**config.mk**
```make
export PLATFORM = sky130hd
export DESIGN_NAME = obi_mailbox_slave
export DESIGN_NICKNAME = d
export VERILOG_FILES = /design/src/rtl/obi_mailbox_slave.sv
export SDC_FILE = /design/constraint.sdc
export NUM_CORES = 1
export LEC_CHECK = 0
export ABC_AREA = 0
export CAP_MARGIN = 25
export CORE_MARGIN = 3
export CORE_UTILIZATION = 55
export DETAILED_ROUTE_END_ITERATION = 7
export PLACE_DENSITY = 0.82
export SLEW_MARGIN = 0
export SYNTH_ARGS = -nofsm -noshare
export SYNTH_HDL_FRONTEND = slang
export SYNTH_SLANG_ARGS = --single-unit
```
**constraint.sdc**
```tcl
create_clock -name s00_axi_aclk -period 7.9 [get_ports s00_axi_aclk]
set_input_delay 0.79 -clock s00_axi_aclk [delete_from_list [all_inputs] [get_ports s00_axi_aclk]]
set_output_delay 0.79 -clock s00_axi_aclk [all_outputs]
set_load 0.005 [all_outputs]
```
**src/rtl/obi_mailbox_slave.sv**
```systemverilog
// OBI mailbox slave: a single-outstanding OBI target exposing a TX FIFO
// (bus writes in, ready/valid stream out), an RX FIFO (stream in, bus reads
// out), a status word, a pulse-style control register and a scratch word.
// Every bus side effect is applied in the grant cycle; the response follows
// one cycle later.
module obi_mailbox_slave #(
  parameter int WordSize = 32,
  parameter int AddrSize = 32,
  parameter int Depth    = 8
) (
  input  logic                s00_axi_aclk,
  input  logic                s00_axi_aresetn,
  input  logic                req_i,
  output logic                gnt_o,
  input  logic                we_i,
  input  logic [3:0]          be_i,
  input  logic [AddrSize-1:0] addr_i,
  input  logic [WordSize-1:0] wdata_i,
  output logic                rvalid_o,
  output logic [WordSize-1:0] rdata_o,
  output logic                tx_valid_o,
  output logic [WordSize-1:0] tx_data_o,
  input  logic                tx_ready_i,
  input  logic                rx_valid_i,
  input  logic [WordSize-1:0] rx_data_i,
  output logic                rx_ready_o
);

  localparam int PtrW     = (Depth > 1) ? $clog2(Depth) : 1;
  localparam int CntW     = $clog2(Depth) + 1;
  localparam int NumBytes = ((WordSize / 8) < 4) ? (WordSize / 8) : 4;

  localparam logic [1:0] RegData    = 2'd0;
  localparam logic [1:0] RegStatus  = 2'd1;
  localparam logic [1:0] RegCtrl    = 2'd2;
  localparam logic [1:0] RegScratch = 2'd3;

  localparam logic [CntW-1:0] CntFull = CntW'(Depth);
  localparam logic [CntW-1:0] CntOne  = CntW'(1);

  // Pack the status word from the pre-cycle FIFO state and sticky flags.
  function automatic logic [WordSize-1:0] pack_status(
    input logic [CntW-1:0] txc,
    input logic [CntW-1:0] rxc,
    input logic            txf,
    input logic            txe,
    input logic            rxf,
    input logic            rxe,
    input logic            ovf,
    input logic            udf
  );
    logic [31:0] s;
    s        = '0;
    s[0]     = txf;
    s[1]     = txe;
    s[2]     = rxf;
    s[3]     = rxe;
    s[4]     = ovf;
    s[5]     = udf;
    s[15:8]  = 8'(txc);
    s[23:16] = 8'(rxc);
    return WordSize'(s);
  endfunction

  // Merge new write data into an existing word under per-byte enables.
  function automatic logic [WordSize-1:0] merge_bytes(
    input logic [WordSize-1:0] old_word,
    input logic [WordSize-1:0] new_word,
    input logic [3:0]          strobes
  );
    logic [WordSize-1:0] m;
    m = old_word;
    for (int i = 0; i < NumBytes; i++) begin
      if (strobes[i]) m[8*i +: 8] = new_word[8*i +: 8];
    end
    return m;
  endfunction

  // Response stage (p1): pending doubles as the response-valid flag.
  logic                rsp_vld_p1;
  logic [WordSize-1:0] rsp_data_p1;

  // FIFO state
  logic [WordSize-1:0] tx_mem [Depth];
  logic [WordSize-1:0] rx_mem [Depth];
  logic [PtrW-1:0]     tx_wr_ptr, tx_rd_ptr;
  logic [PtrW-1:0]     rx_wr_ptr, rx_rd_ptr;
  logic [CntW-1:0]     tx_count, rx_count;
  logic                tx_full, tx_empty, rx_full, rx_empty;

  // Sticky flags and scratch
  logic                tx_ovf, rx_udf;
  logic [WordSize-1:0] scratch;

  // Decoded events for the current cycle
  logic [1:0]          reg_sel;
  logic                tx_push_req, tx_push, tx_pop;
  logic                rx_pop_req, rx_pop, rx_push;
  logic                ctrl_wr, clr_flags, flush, scratch_wr;
  logic [WordSize-1:0] rsp_data_p0;

  // Only addr_i[3:2] selects a register; the remaining bits are don't-care.
  logic unused_addr;
  assign unused_addr = ^{addr_i[AddrSize-1:4], addr_i[1:0]};

  assign reg_sel  = addr_i[3:2];
  assign gnt_o    = req_i & ~rsp_vld_p1;

  assign tx_full  = (tx_count == CntFull);
  assign tx_empty = (tx_count == '0);
  assign rx_full  = (rx_count == CntFull);
  assign rx_empty = (rx_count == '0);

  assign tx_valid_o = ~tx_empty;
  assign tx_data_o  = tx_mem[tx_rd_ptr];
  assign rx_ready_o = ~rx_full;
  assign rvalid_o   = rsp_vld_p1;
  assign rdata_o    = rsp_data_p1;

  // Decode granted requests and stream handshakes into per-cycle events.
  always_comb begin
    tx_push_req = gnt_o & we_i & (reg_sel == RegData);
    rx_pop_req  = gnt_o & ~we_i & (reg_sel == RegData);
    ctrl_wr     = gnt_o & we_i & (reg_sel == RegCtrl);
    scratch_wr  = gnt_o & we_i & (reg_sel == RegScratch);
    clr_flags   = ctrl_wr & wdata_i[0];
    flush       = ctrl_wr & wdata_i[1];
    tx_push     = tx_push_req & ~tx_full;
    rx_pop      = rx_pop_req & ~rx_empty;
    tx_pop      = tx_valid_o & tx_ready_i;
    rx_push     = rx_valid_i & rx_ready_o;
  end

  // Read-data mux; writes and CTRL reads answer with zero.
  always_comb begin
    rsp_data_p0 = '0;
    if (!we_i) begin
      case (reg_sel)
        RegData:    rsp_data_p0 = rx_empty ? '0 : rx_mem[rx_rd_ptr];
        RegStatus:  rsp_data_p0 = pack_status(tx_count, rx_count, tx_full, tx_empty,
                                              rx_full, rx_empty, tx_ovf, rx_udf);
        RegCtrl:    rsp_data_p0 = '0;
        RegScratch: rsp_data_p0 = scratch;
        default:    rsp_data_p0 = '0;
      endcase
    end
  end

  // ---- p0 -> p1: grant cycle captures the response, issued next cycle ----
  // Response register: valid for exactly one cycle after each grant.
  always_ff @(posedge s00_axi_aclk or negedge s00_axi_aresetn) begin
    if (!s00_axi_aresetn) begin
      rsp_vld_p1  <= 1'b0;
      rsp_data_p1 <= '0;
    end else begin
      rsp_vld_p1 <= gnt_o;
      if (gnt_o) rsp_data_p1 <= rsp_data_p0;
    end
  end

  // TX FIFO: bus pushes, stream pops; flush overrides a concurrent pop.
  always_ff @(posedge s00_axi_aclk or negedge s00_axi_aresetn) begin
    if (!s00_axi_aresetn) begin
      tx_wr_ptr <= '0;
      tx_rd_ptr <= '0;
      tx_count  <= '0;
      for (int i = 0; i < Depth; i++) tx_mem[i] <= '0;
    end else if (flush) begin
      tx_wr_ptr <= '0;
      tx_rd_ptr <= '0;
      tx_count  <= '0;
    end else begin
      if (tx_push) begin
        tx_mem[tx_wr_ptr] <= wdata_i;
        tx_wr_ptr         <= tx_wr_ptr + 1'b1;
      end
      if (tx_pop) tx_rd_ptr <= tx_rd_ptr + 1'b1;
      if (tx_push && !tx_pop)      tx_count <= tx_count + CntOne;
      else if (tx_pop && !tx_push) tx_count <= tx_count - CntOne;
    end
  end

  // RX FIFO: stream pushes, bus pops; flush discards a concurrent push.
  always_ff @(posedge s00_axi_aclk or negedge s00_axi_aresetn) begin
    if (!s00_axi_aresetn) begin
      rx_wr_ptr <= '0;
      rx_rd_ptr <= '0;
      rx_count  <= '0;
      for (int i = 0; i < Depth; i++) rx_mem[i] <= '0;
    end else if (flush) begin
      rx_wr_ptr <= '0;
      rx_rd_ptr <= '0;
      rx_count  <= '0;
    end else begin
      if (rx_push) begin
        rx_mem[rx_wr_ptr] <= rx_data_i;
        rx_wr_ptr         <= rx_wr_ptr + 1'b1;
      end
      if (rx_pop) rx_rd_ptr <= rx_rd_ptr + 1'b1;
      if (rx_push && !rx_pop)      rx_count <= rx_count + CntOne;
      else if (rx_pop && !rx_push) rx_count <= rx_count - CntOne;
    end
  end

  // Sticky error flags: set by dropped writes / empty reads, cleared by CTRL bit0.
  always_ff @(posedge s00_axi_aclk or negedge s00_axi_aresetn) begin
    if (!s00_axi_aresetn) begin
      tx_ovf <= 1'b0;
      rx_udf <= 1'b0;
    end else if (clr_flags) begin
      tx_ovf <= 1'b0;
      rx_udf <= 1'b0;
    end else begin
      if (tx_push_req && tx_full)  tx_ovf <= 1'b1;
      if (rx_pop_req && rx_empty)  rx_udf <= 1'b1;
    end
  end

  // Scratch register with byte-lane writes.
  always_ff @(posedge s00_axi_aclk or negedge s00_axi_aresetn) begin
    if (!s00_axi_aresetn) begin
      scratch <= '0;
    end else if (scratch_wr) begin
      scratch <= merge_bytes(scratch, wdata_i, be_i);
    end
  end

endmodule

```
# Yosys cells after proc, flatten, opt, wreduce, memory -nomap -nowiden

Index checks and enable logic that the tools add are counted.

$add $sub $neg: 8
Bitwise operators: 24
Multiplexer cells: 33
Reduce and logical (&&, ||, !) cells: 29
Magnitude comparators: 6
Equal/unequal tests: 5

Operators with widths:

| operator                                           | count |
|---|---|
| bitwise mux 256 bit                                | 2 |
| 2-to-1 mux 32 bit                                  | 8 |
| binary-select mux 32 bit (select 3 bit)            | 2 |
| demux 32 bit (select 3 bit)                        | 2 |
| case mux 32 bit (4 select lines)                   | 1 |
| 2-to-1 mux 3 bit                                   | 8 |
| 2-to-1 mux 4 bit                                   | 6 |
| >= comparator 4 bit, second input constant         | 4 |
| NOT 3 -> 4 bit                                     | 4 |
| bitwise AND 1 bit                                  | 13 |
| adder 3 x 1 -> 3 bit, second input constant        | 4 |
| AND reduction 2 bit                                | 6 |
| nonzero test 2 bit                                 | 6 |
| adder 4 x 1 -> 4 bit, second input constant        | 2 |
| equality test 4 bit, second input constant         | 2 |
| logical AND 1 bit                                  | 8 |
| zero test 4 bit                                    | 2 |
| < comparator 4 x 1 -> 1 bit, second input constant | 2 |
| subtractor 4 x 1 -> 4 bit, second input constant   | 2 |
| NOT 1 bit                                          | 7 |
| nonzero test 3 bit                                 | 2 |
| equality test 2 bit, second input constant         | 2 |
| zero test 1 bit                                    | 4 |
| 2-to-1 mux 1 bit                                   | 4 |
| other kinds (2)                                    | 2 |

Bits in registers: 599
Word-level logic and storage cells: 135
Output and inout bits: 68

# Longest topological paths before layout

Depth in word-level cells: 10
Gate-level depth with buffers: 11
Depth with buffers taken out: 8

# Worst setup path after synthesis

OpenSTA, ideal clock, no wires.

Kind: input to register
Start: input we_i
End: register rx_count[3]
Data arrival time: 2.908 ns
Setup time: 0.079 ns
Buffers on the path: 2
Required time: 7.821 ns
Slack: 4.913 ns
Stages on the path: 10
Cell sequence: or3b_2 > clkbuf_1 > o311a_1 > clkbuf_1 > inv_1 > ha_1 > a21o_1 > a21oi_1 > mux2i_1 > mux2i_1

Longest elaborated chain between the ends: 8
Elaborated cells on any way between the ends: 13
Those cells by class: mux: 2; bitwise: 7; reduce/logical: 4

RTL lines:

| element                        | line | text |
|---|---|---|
| start: declaration             | 15   | `input logic we_i,` |
| NOT 1 bit                      | 123  | `rx_pop_req = gnt_o & ~we_i & (reg_sel == RegData);` |
| bitwise AND 1 bit (2 in a row) | 123  |  |
| bitwise AND 1 bit              | 129  | `rx_pop = rx_pop_req & ~rx_empty;` |
| zero test 1 bit                | 200  | `if (rx_push && !rx_pop) rx_count <= rx_count + CntOne;` |
| logical AND 1 bit              | 200  |  |
| 2-to-1 mux 4 bit               | 200  |  |
| 2-to-1 mux 4 bit               | 190  | `end else if (flush) begin` |
| end signal: assignment         | 200  |  |
| end signal: assignment         | 201  | `else if (rx_pop && !rx_push) rx_count <= rx_count - CntOne;` |
| end: declaration               | 88   | `logic [CntW-1:0] tx_count, rx_count;` |

Parallel ways exist; a longest one is shown, timed or not.
A chain may end at the register's enable or synchronous reset.

# Worst setup path after layout

Start: register tx_rd_ptr[0]
End: output tx_data_o[1]

Longest elaborated chain between the ends: 4

RTL lines:

| element                                              | line | text |
|---|---|---|
| start: declaration                                   | 86   | `logic [PtrW-1:0] tx_wr_ptr, tx_rd_ptr;` |
| start signal: assignment                             | 177  | `if (tx_pop) tx_rd_ptr <= tx_rd_ptr + 1'b1;` |
| NOT 3 -> 4 bit (not written as such)                 | 115  | `assign tx_data_o = tx_mem[tx_rd_ptr];` |
| binary-select mux 32 bit (select 3 bit)              | 115  |  |
| 2-to-1 mux 32 bit (not written as such) (2 in a row) | 115  |  |
| end: declaration                                     | 22   | `output logic [WordSize-1:0] tx_data_o,` |

Every way passes these cells. The select of a mux whose other input is x is not followed.

==> impl_metrics.py <==
metrics = {
    "flow_run": {
        "max_cap_viol_count": 0,
    },
    "floorplan": {
        "io_pins": 174,
        "rows": 80,
        "die_h_um": 229,
        "core_area_um2": 48300,
        "die_w_um": 229,
        "dieArea_um2": 52300,
        "initial_core_util_pct": 56.4,
    },
    "clock_network": {
        "cts-hold-fix-buffers": 0,
        "cts_root_buf": "clkbuf_16",
        "cts_buffers": 60,
        "clock_latency_ns": 0.61,
        "cts_setup_buffers": 0,
        "htreeDepth": 2,
        "cts.sinks": 599,
        "clk_path_buf_depth": 3,
        "path_clk_slew_ns": 0.06,
        "cts_tree": "yes",
        "cts_resized": 0,
    },
    "yosys": {
        "synth_edf_count": 0,
        "synth_area_leaders": "dfrtp_1, mux2_2, mux4_2",
        "avgSynthCellArea_um2": 15.5,
        "yosysMostFrequentCell": "dfrtp_1",
        "ys_async_sr_fraction_pct": 100,
        "yosysWarnings": 0,
        "synth-seq-cells": 599,
        "ys_seq_area_share_pct": 55.0,
        "ys.flop_type": "dfrtp_1",
        "synth_common_cells": "dfrtp_1, mux2_2, mux4_2, mux2i_1, clkbuf_1",
        "synth_cells": 1758,
        "synth.distinct_cells": 61,
        "netlist_area_um2": 27300,
        "synth_top_cell_area_share_pct": 55.0,
        "yosys.area.top_type": "dfrtp_1",
        "syn-num-nets": 1874,
    },
    "sta": {
        "fmax_mhz": 228,
        "max-slew-margin-rel_pct": 26.4,
        "rsz0062_at_grt": "no",
        "period_share_pct": 55.4,
        "fin_worst_skew_ns": 0.0156,
        "period_needed_ns": 4.38,
        "hold_viol": 0,
        "setup_violations": 0,
        "setup_tns_ns": 0,
        "final-max-slew-violation-count": 0,
        "worst_pin_slew_ns": 1.10,
    },
    "finish": {
        "area_delta_synth_final_pct": 14.5,
        "seq_area_um2": 15000,
        "drive_above_1_share_pct": 42.2,
        "fin_nets": 1988,
        "stdcell_count": 2577,
        "multi_input_area_um2": 11600,
        "fillerInstances": 3372,
    },
    "routing": {
        "dr.pass1.iters": 5,
        "highest_layer": "met5",
        "drc": 0,
        "wl_met2_mm": 31.4,
        "first_iter_violations": 1331,
        "ant_nets": 0,
        "drt-met1-wl_mm": 27.3,
        "route.met3.wl_mm": 3.58,
        "vias_per_cell": 6.12,
        "via_count": 15800,
        "wire_per_inst_um": 24.8,
        "routed_wl_mm": 64.0,
    },
    "worst_setup_path": {
        "crit_chain": "buf_4 > mux4_2 > mux2_2 > clkdlybuf4s50_1",
        "start_kind": "register",
        "worst_path_max_delay_cell": "buf_4",
        "cp_num_buf_inv": 2,
        "crit_fanout": 44,
        "endpoint_kind": "output pin",
        "slowest_delay_ns": 0.81,
        "required_ns": 7.11,
        "crit_arrival_ns": 3.59,
        "path_class": "reg -> out",
        "regToRegSetupSlack_ns": 4.56,
        "worst_path_dominant_cell_family": "buffers and inverters",
    },
    "grt": {
        "overflow": 0,
        "grt_pass1_wl_mm": 101,
        "grt_antenna_before_repair": 6,
        "grt_pass1_vias": 16900,
        "grt_max_degree": 190,
        "grt_usage_pct": 24.7,
    },
    "power_and_ir_drop": {
        "ir_drop_v": 0.000215,
        "power_density_nw_per_um2": 361,
        "p_leak_nw": 13.7,
    },
    "placed_design": {
        "dp_hpwl_mm": 39.9,
        "io_buffers": 143,
        "dp_cells": 2465,
        "globalplace.congestion": 0.819,
    },
    "outcome": {
        "status": "completed",
    },
    "worst_hold_path": {
        "min_path_type": "in -> async",
    },
}
-- metal layers --
metal  up-vias  GRT usage [%]
li1       6791              -
met1      8461           33.7
met2       402           41.1
met3       112           4.49
met4        10           7.16
met5         -              0
-- report_power, final --
| part | leakage (nW) | total [mW] | internal [mW] | switching (mW) |
|---|---|---|---|---|
| Sequential | 7.68 | 4.80 | 4.09 | 0.710 |
| Clock | 1.00 | 2.91 | 1.72 | 1.18 |
| Combinational | 5.06 | 3.54 | 2.10 | 1.44 |
| Total | 13.7 | 11.3 | 7.92 | 3.34 |
-- state kept, by name, indices dropped and copies added, names as in the netlist --
register	flops
tx_rd_ptr	3
tx_wr_ptr	3
rx_wr_ptr	3
tx_mem	256
rvalid_o	1
rx_udf	1
scratch	32
tx_count	4
rdata_o	32
tx_ovf	1
rx_mem	256
rx_count	4
rx_rd_ptr	3
-- kinds of logic (layout without fill, tap and decap cells) --
| group | after synthesis | in the layout | synth area share (%) |
|---|---|---|---|
| adder cells (fa/ha/maj) | 10 | 10 | 0.514 |
| AO/OA/AOI/OAI | 139 | 139 | 3.47 |
| other | 0 | 1 | 0 |
| multiplexers | 755 | 755 | 35.4 |
| XOR/XNOR | 9 | 9 | 0.289 |
| flip-flops | 599 | 599 | 55.0 |
| buffers and inverters | 133 | 295 | 2.58 |
| AND/OR/NAND/NOR | 113 | 113 | 2.74 |
-- cells in the final DEF (no fill, tap or decap), types with 5 or more instances in the layout --
cell type	netlist	layout
dfrtp_1	599	595
mux2_2	529	529
clkdlybuf4s50_1	0	142
mux4_2	100	100
mux2i_1	71	71
clkbuf_16	0	61
a22oi_1	38	38
nand2_1	36	36
o21ai_0	34	34
mux2_4	30	30
buf_4	10	28
mux2_1	25	25
a21oi_1	15	15
a31oi_1	15	15
clkbuf_1	45	15
nor2_1	14	13
clkbuf_8	0	12
inv_1	10	10
clkinv_2	0	10
nor3_1	9	8
a22o_1	8	8
ha_1	8	8
nand2b_1	7	7
o31ai_1	7	7
nor4_4	6	6
bufinv_16	0	6
nand3_1	5	5
xor2_1	5	5
-- through the flow --
stage	worst slack (ns)	utilization, %	power (mW)	instance area, µm²	hold WS [ns]
4_1_cts	3.40	64.5	11.3	31200	0.160
3_5_place_dp	3.47	60.3	8.38	29100	0.471
2_1_floorplan	4.91	-	7.24	27300	0.453
3_3_place_gp	3.55	60.3	8.16	29100	0.462
5_1_grt	3.26	64.6	11.8	31200	0.186
6_report	3.52	64.6	11.3	31200	0.159
-- worst register-to-register path, cell delays in order, from the launching register on --
cell	delay (ns)
dfrtp_1	0.44
and3b_1	0.34
and4b_1	0.35
buf_4	0.28
nor4_4	0.88
buf_4	0.54
mux2_2	0.40
-- layout make-up --
cell class | instances | area share, %
flip-flops and latches | 599 | 48.1
diodes | 1 | 0.00802
well taps | 656 | 2.63
clock buffers | 88 | 5.60
repair buffers | 175 | 5.54
multi-input cells | 1026 | 37.1
clock inverters | 22 | 0.902
inverters | 10 | 0.120
-- worst paths after layout --
check | startpoint | depth (start not counted) | end
max reg2reg | rvalid_o | 6 | rx_mem[18]
min in group s00_axi_aclk | rdata_o[5] | 2 | rdata_o[5]
max | tx_rd_ptr[0] | 4 | tx_data_o[1]
max in group asynchronous | s00_axi_aresetn | 2 | rx_rd_ptr[0]
min | s00_axi_aresetn | 1 | tx_mem[249]
min reg2reg | rdata_o[5] | 2 | rdata_o[5]
No activity file was read; power rests on OpenSTA's default activity.
